--- src/rtl/pe_output_writer.sv ---
// rtl/pe_output_writer.sv - write-back stage: FIFO-buffered PE result stream to output memory
module pe_output_writer #(
  parameter int DataWidth     = 32,
  parameter int AddrWidth     = 10,
  parameter int CountWidth    = 16,
  parameter int FifoDepth     = 4,
  parameter int FifoAddrWidth = 2
) (
  input  logic                  clk,
  input  logic                  aclr,
  input  logic                  Start,
  input  logic [AddrWidth-1:0]  BaseAddr,
  input  logic [CountWidth-1:0] OutCount,
  output logic                  Busy,
  output logic                  Done,
  input  logic                  DataInValid,
  output logic                  DataInRdy,
  input  logic [DataWidth-1:0]  DataIn,
  output logic                  MemWrEn,
  input  logic                  MemWrRdy,
  output logic [AddrWidth-1:0]  MemWrAddr,
  output logic [DataWidth-1:0]  MemWrData
);

  localparam int PtrWidth = FifoAddrWidth + 1;

  typedef enum logic [1:0] {
    StIdle = 2'd0,
    StRun  = 2'd1,
    StDone = 2'd2
  } state_e;

  state_e                state_q, state_d;
  logic [AddrWidth-1:0]  base_q, base_d;
  logic [CountWidth-1:0] count_q, count_d;
  logic [CountWidth-1:0] acc_cnt_q, acc_cnt_d;
  logic [CountWidth-1:0] wr_cnt_q, wr_cnt_d;
  logic [PtrWidth-1:0]   wptr_q, wptr_d;
  logic [PtrWidth-1:0]   rptr_q, rptr_d;
  logic [DataWidth-1:0]  fifo_mem_q [FifoDepth];

  logic                  fifo_full;
  logic                  fifo_empty;
  logic                  push;
  logic                  pop;
  logic                  last_write;
  logic [CountWidth-1:0] wr_cnt_inc;
  logic [CountWidth-1:0] acc_cnt_inc;
  logic [AddrWidth-1:0]  addr_sum;
  logic [DataWidth-1:0]  fifo_head;

  // Pointers carry an extra wrap bit so full and empty are distinguishable.
  assign fifo_empty = (wptr_q == rptr_q);
  assign fifo_full  = (wptr_q[FifoAddrWidth] != rptr_q[FifoAddrWidth]) &&
                      (wptr_q[FifoAddrWidth-1:0] == rptr_q[FifoAddrWidth-1:0]);

  assign Busy = (state_q == StRun);
  assign Done = (state_q == StDone);

  // Once the tile's quota is accepted, surplus words are left at the producer.
  assign DataInRdy = Busy && !fifo_full && (acc_cnt_q != count_q);
  assign MemWrEn   = Busy && !fifo_empty;

  assign push = DataInValid && DataInRdy;
  assign pop  = MemWrEn && MemWrRdy;

  assign acc_cnt_inc = acc_cnt_q + CountWidth'(1);
  assign wr_cnt_inc  = wr_cnt_q + CountWidth'(1);
  assign last_write  = pop && (wr_cnt_inc == count_q);

  // Address wraps modulo 2^AddrWidth.
  assign addr_sum  = base_q + AddrWidth'(wr_cnt_q);
  assign fifo_head = fifo_mem_q[rptr_q[FifoAddrWidth-1:0]];

  assign MemWrAddr = addr_sum;
  // Stale FIFO contents are never visible: data reads 0 whenever no write is offered.
  assign MemWrData = MemWrEn ? fifo_head : '0;

  // Next-state logic for the tile FSM, counters and FIFO pointers.
  always_comb begin
    state_d   = state_q;
    base_d    = base_q;
    count_d   = count_q;
    acc_cnt_d = acc_cnt_q;
    wr_cnt_d  = wr_cnt_q;
    wptr_d    = wptr_q;
    rptr_d    = rptr_q;

    if (push) begin
      wptr_d    = wptr_q + PtrWidth'(1);
      acc_cnt_d = acc_cnt_inc;
    end
    if (pop) begin
      rptr_d   = rptr_q + PtrWidth'(1);
      wr_cnt_d = wr_cnt_inc;
    end

    case (state_q)
      StIdle: begin
        if (Start) begin
          base_d    = BaseAddr;
          count_d   = OutCount;
          acc_cnt_d = '0;
          wr_cnt_d  = '0;
          wptr_d    = '0;
          rptr_d    = '0;
          state_d   = (OutCount == '0) ? StDone : StRun;
        end
      end
      StRun: begin
        if (last_write) begin
          state_d = StDone;
        end
      end
      StDone: begin
        state_d = StIdle;
      end
      default: begin
        state_d = StIdle;
      end
    endcase
  end

  // Control state register; aclr discards everything including buffered words.
  always_ff @(posedge clk or posedge aclr) begin
    if (aclr) begin
      state_q   <= StIdle;
      base_q    <= '0;
      count_q   <= '0;
      acc_cnt_q <= '0;
      wr_cnt_q  <= '0;
      wptr_q    <= '0;
      rptr_q    <= '0;
    end else begin
      state_q   <= state_d;
      base_q    <= base_d;
      count_q   <= count_d;
      acc_cnt_q <= acc_cnt_d;
      wr_cnt_q  <= wr_cnt_d;
      wptr_q    <= wptr_d;
      rptr_q    <= rptr_d;
    end
  end

  // FIFO storage; contents are only meaningful between the pointers.
  always_ff @(posedge clk) begin
    if (push) begin
      fifo_mem_q[wptr_q[FifoAddrWidth-1:0]] <= DataIn;
    end
  end

endmodule

--- config.mk ---
export PLATFORM = sky130hd
export DESIGN_NAME = pe_output_writer
export DESIGN_NICKNAME = d
export VERILOG_FILES = /design/src/rtl/pe_output_writer.sv
export SDC_FILE = /design/constraint.sdc
export NUM_CORES = 1
export LEC_CHECK = 0
export CAP_MARGIN = 20
export CORE_UTILIZATION = 35
export DETAILED_ROUTE_END_ITERATION = 10
export PLACE_DENSITY = 0.54
export SYNTH_ARGS = -nofsm -noshare
export SYNTH_HDL_FRONTEND = slang
export SYNTH_SLANG_ARGS = --single-unit
--- constraint.sdc ---
create_clock -name clk -period 2.6 [get_ports clk]
set_input_delay 0.52 -clock clk [delete_from_list [all_inputs] [get_ports clk]]
set_output_delay 0.52 -clock clk [all_outputs]
set_load 0.02 [all_outputs]
After elaboration in Yosys (flattened, before gate mapping)
Memories as Yosys holds them, arrays and structs flattened.
Cells that the tools add are included.
W data, S select, Z words.
{"block": "word_totals", "register_bits": 66, "mem_bits_rw": 128, "inputBits": 63, "output_inout_bits": 46, "elab_cells": 54, "mem_count": 1}
{"block": "op_classes", "n_addsub": 5, "eq_ne": 9, "n_mux": 19, "reduce_logical": 13}
{"memory": "fifo_mem_q", "depth": 4, "word_bits": 32, "read_ports": 1, "rd_ports_with_merged_regs": 0, "write_ports": 1, "line_no": "40", "rtl": "logic [DataWidth-1:0] fifo_mem_q [FifoDepth];"}
{"op": "$mux W16", "count": 6}
{"op": "$add A16 B1 Y16 const B", "count": 2}
{"op": "$mux W32", "count": 1}
{"op": "$mux W3", "count": 6}
{"op": "$eq A16 B16 Y1", "count": 1}
{"op": "$logic_not A16 Y1", "count": 1}
{"op": "$ne A16 B16 Y1", "count": 1}
{"op": "$add A10 B10 Y10", "count": 1}
{"op": "$logic_and A1 B1 Y1", "count": 7}
{"op": "$add A3 B1 Y3 const B", "count": 2}
{"op": "$mux W2", "count": 3}
{"op": "$pmux W2 S2", "count": 1}
{"op": "$reduce_and A2 Y1", "count": 2}
{"op": "$eq A3 B3 Y1", "count": 1}
{"op": "$eq A2 B1 Y1 const B", "count": 1}
{"op": "$eq A2 B2 Y1", "count": 1}
{"op": "$eq A2 B2 Y1 const B", "count": 1}
{"op": "$logic_not A1 Y1", "count": 2}
{"op": "$logic_not A2 Y1", "count": 1}
{"op": "$mux W1", "count": 2}
{"op": "$ne A2 B1 Y1 const B", "count": 1}
{"op": "$ne A2 B2 Y1 const B", "count": 1}
{"op": "$ne A1 B1 Y1", "count": 1}

Longest topological paths before layout
{"block": "logic_depth", "ltp_word": 9, "ltp_mapped": 10, "depth_no_buf": 10}

Worst setup path after synthesis
No wires, ideal clock.
{"block": "synth_path", "path_type": "reg2out", "start": "register wr_cnt_q[1]", "end": "output MemWrAddr[9]", "t_arrival_ns": 2.357, "required_time_ns": 2.080, "setup_slack_ns": -0.277, "path_stages_with_launch": 9, "n_path_buf": 0, "path_cell_list": "dfrtp_1 ha_1 a21o_1 a21oi_1 nor2b_1 o21a_1 o41ai_1 nor2_1 a211oi_1"}
{"block": "synth_via", "elab_chain_cells": 1}
{"item": "start: declaration", "line_no": "37", "rtl": "logic [CountWidth-1:0] wr_cnt_q, wr_cnt_d;"}
{"item": "start signal: assignment", "line_no": "139", "rtl": "wr_cnt_q <= wr_cnt_d;"}
{"item": "$add A10 B10 Y10", "line_no": "72", "rtl": "assign addr_sum = base_q + AddrWidth'(wr_cnt_q);"}
{"item": "end: declaration", "line_no": "21", "rtl": "output logic [AddrWidth-1:0] MemWrAddr,"}
Every way passes these cells.

Worst setup path in the final report
{"block": "layout_path", "start": "register base_q[1]", "end": "output MemWrAddr[7]"}
{"block": "layout_via", "elab_chain_cells": 1}
{"item": "start: declaration", "line_no": "34", "rtl": "logic [AddrWidth-1:0] base_q, base_d;"}
{"item": "start signal: assignment", "line_no": "136", "rtl": "base_q <= base_d;"}
{"item": "$add A10 B10 Y10", "line_no": "72"}
Every way passes these cells.

==> metrics <==
Setup Skew 0.0267 ns; die footprint 25,900 µm²; top_reg_cell synth edfxtp_1; Final Wtd Congestion 0.823; Post-DRT Antenna Nets 0; Final setup viols 7; failing checks setup timing; hold buffers post-CTS 0; Die X 161 µm; critical path data arrival time 2.43 ns; Syn-to-layout area delta 32.4%; Row Count 57; fin. max-slew vios 0; Synth Instances 666; post-synthesis sequential area ratio 0.622; Vias 5,728; CP endpoint kind primary output; CTS Sinks 194; Yosys top cell area share 0.435; final period utilization 1.13; RSZ-0062 raised after global routing true; Synth Cell Area 8830 µm²; largest net degree at the start of global routing 67; Ys Warns 0; max-cap violations 0; dpl cells 1,114; Detailed Routing Iterations Pass 1 4; Power per Cell Area 877 nW/µm²; H-tree depth 4; Worst EP required 2.08 ns; Final Critical Period 2.95 ns; worst rel slew slack 0.380; clock root buffer clkbuf_16; Unique masters post-synth 47; final hold vios 0; gr ovfl total 0; class of the worst hold path input port to async pin; most frequent cell after synthesis edfxtp_1; WS Path Type flop to primary output; CTS tree done; PortBufs 108; startpoint types flop; Initial Util 0.360; initial antenna violation count 0; Post-synth top cells 128 x edfxtp_1, 101 x nand2_1, 66 x dfrtp_1; DP HPWL 13.1 mm; Worst VDD drop 0.487 mV; first-pass GRT wire length 32.2 mm; DRC 0; Core Footprint 24,500 µm²; top cells by area, synth edfxtp_1 44%, dfrtp_1 19%, mux4_2 8.2%; maximum fanout along the worst path 2; worst hold margin 0.444 ns; Num CTS Buffers 17; vias in the first global route 5,913; diodes inserted 0; setup ws final -0.347 ns; final wirelength 20.6 mm; Initial DRC Count 321; IO Count 109; Final Non-Filler Cells 1,171; clock latency on the worst-skew pair 0.45 ns; status complete, but fails checks; Total GRT Usage 0.162; fraction of final layout cells sized beyond drive strength 1 0.277; die extent in y 161 µm; CTS Buffer Depth 2; clock slew at reported path FFs 0.08 ns; Synth Area per Inst 13.3 µm²; WL per Instance 17.6 µm; drt via density 4.89; Leakage 4.69 nW; Synth area leader edfxtp_1; Max Freq 0.339 GHz; Worst Tran Pin Value 0.930 ns; Mapped Nets 746; EDFF count, synth 128; flip-flop and latch count after synthesis 194; NumNets Final 914; Post-synth ARST share 0.340
==> registers in the layout, indices dropped and copies added, names as in the netlist <==
register    count
wptr_q          3
wr_cnt_q       16
base_q         10
count_q        16
state_q         2
rptr_q          3
acc_cnt_q      16
fifo_mem_q    128
==> worst max-delay path: stages (launching register included) <==
cell and delay (ns):
dfrtp_1 0.39, ha_1 0.29, a21o_1 0.19, a21oi_2 0.15, nor2b_1 0.06, o21a_1 0.20
o41ai_2 0.27, buf_4 0.19, xnor2_2 0.10, buf_4 0.15
==> through the flow <==
stage               area, µm²  power, mW  utilization  worst slack [ns]  setup TNS (ns)
finish                  11700       10.3        0.477            -0.347           -1.16
global route            11700       10.7        0.477            -0.469           -2.17
CTS                     11400       9.83        0.465            -0.431           -1.97
detailed placement      10600       6.92        0.434            -0.413           -1.63
global placement        10600       6.91        0.434            -0.380           -1.42
floorplan                8850       5.40            -           0.00786               0
==> where the power goes <==
| part | total [mW] | internal (mW) | switching [mW] |
|---|---|---|---|
| combinational | 4.15 | 2.25 | 1.91 |
| clock | 2.68 | 1.32 | 1.35 |
| sequential | 3.42 | 3.36 | 0.0616 |
==> metal layers <==
metal  wire (µm)  GRT usage
met1        9030      0.210
met2       10300      0.271
met3        1110     0.0436
met4         136     0.0347
met5           0          0
==> cell type report <==
class | instances | area [µm²]
fillers | 2246 | 12800
flip-flops and latches | 194 | 5500
multi-input cells | 429 | 3360
repair buffers | 177 | 1750
clock buffers | 17 | 425
well taps | 324 | 405
clock inverters | 15 | 194
inverters | 15 | 56.3
==> worst paths after layout <==
kind,startpoint,endpoint,slack (ns),cells after the start
setup / recovery,base_q[1],MemWrAddr[7],-0.35,9
hold / removal,aclr,base_q[2],0.44,2
setup reg to reg,rptr_q[0],fifo_mem_q[1][8],0.18,5
hold reg to reg,base_q[6],base_q[6],0.49,2
max in group asynchronous,aclr,acc_cnt_q[11],1.51,3
min in group clk,base_q[6],base_q[6],0.49,2
==> cell families (layout without fill, tap and decap cells) <==
kind of cell / count (synthesis) / after routing / share of synthesized area
XOR/XNOR: 73 / 73 / 0.0724
buffers and inverters: 43 / 224 / 0.0193
adder cells (fa/ha/maj): 17 / 17 / 0.0249
flip-flops: 194 / 194 / 0.622
multiplexers: 34 / 34 / 0.0839
AND/OR/NAND/NOR: 258 / 258 / 0.144
AO/OA/AOI/OAI: 47 / 47 / 0.0333
==> layout by cell type, fill, tap and decap left out, types with 4 or more instances in the layout <==
master           Yosys  layout
edfxtp_1           128     128
nand2_1            101     101
clkdlybuf4s50_1      0      65
dfrtp_1             66      64
buf_4                0      62
nor2_1              42      41
xnor2_1             40      35
xor2_1              33      33
mux4_2              32      32
and2_4               0      21
buf_6                0      21
clkbuf_16            0      18
and2_1              38      16
nor3_1              16      16
o21ai_0             16      14
ha_1                16      14
inv_1               15      12
a21oi_1             14      12
nand3_1             11      10
buf_12               0      10
nand4_1              9       9
or3_1                8       7
buf_2                6       7
nor4_1              10       6
clkinv_8             0       6
clkbuf_2             1       6
nor4_2               1       5
xnor2_2              0       5
and3_2               0       4
==> timing repair <==
action | in CTS | in global routing
setup buffers | 10 | 15
pin swaps | 11 | 21
endpoints found under the setup margin | 43 | 39
cloned | 3 | 2
resized for setup | 198 | 84
Power figures use the tool's default switching activity.
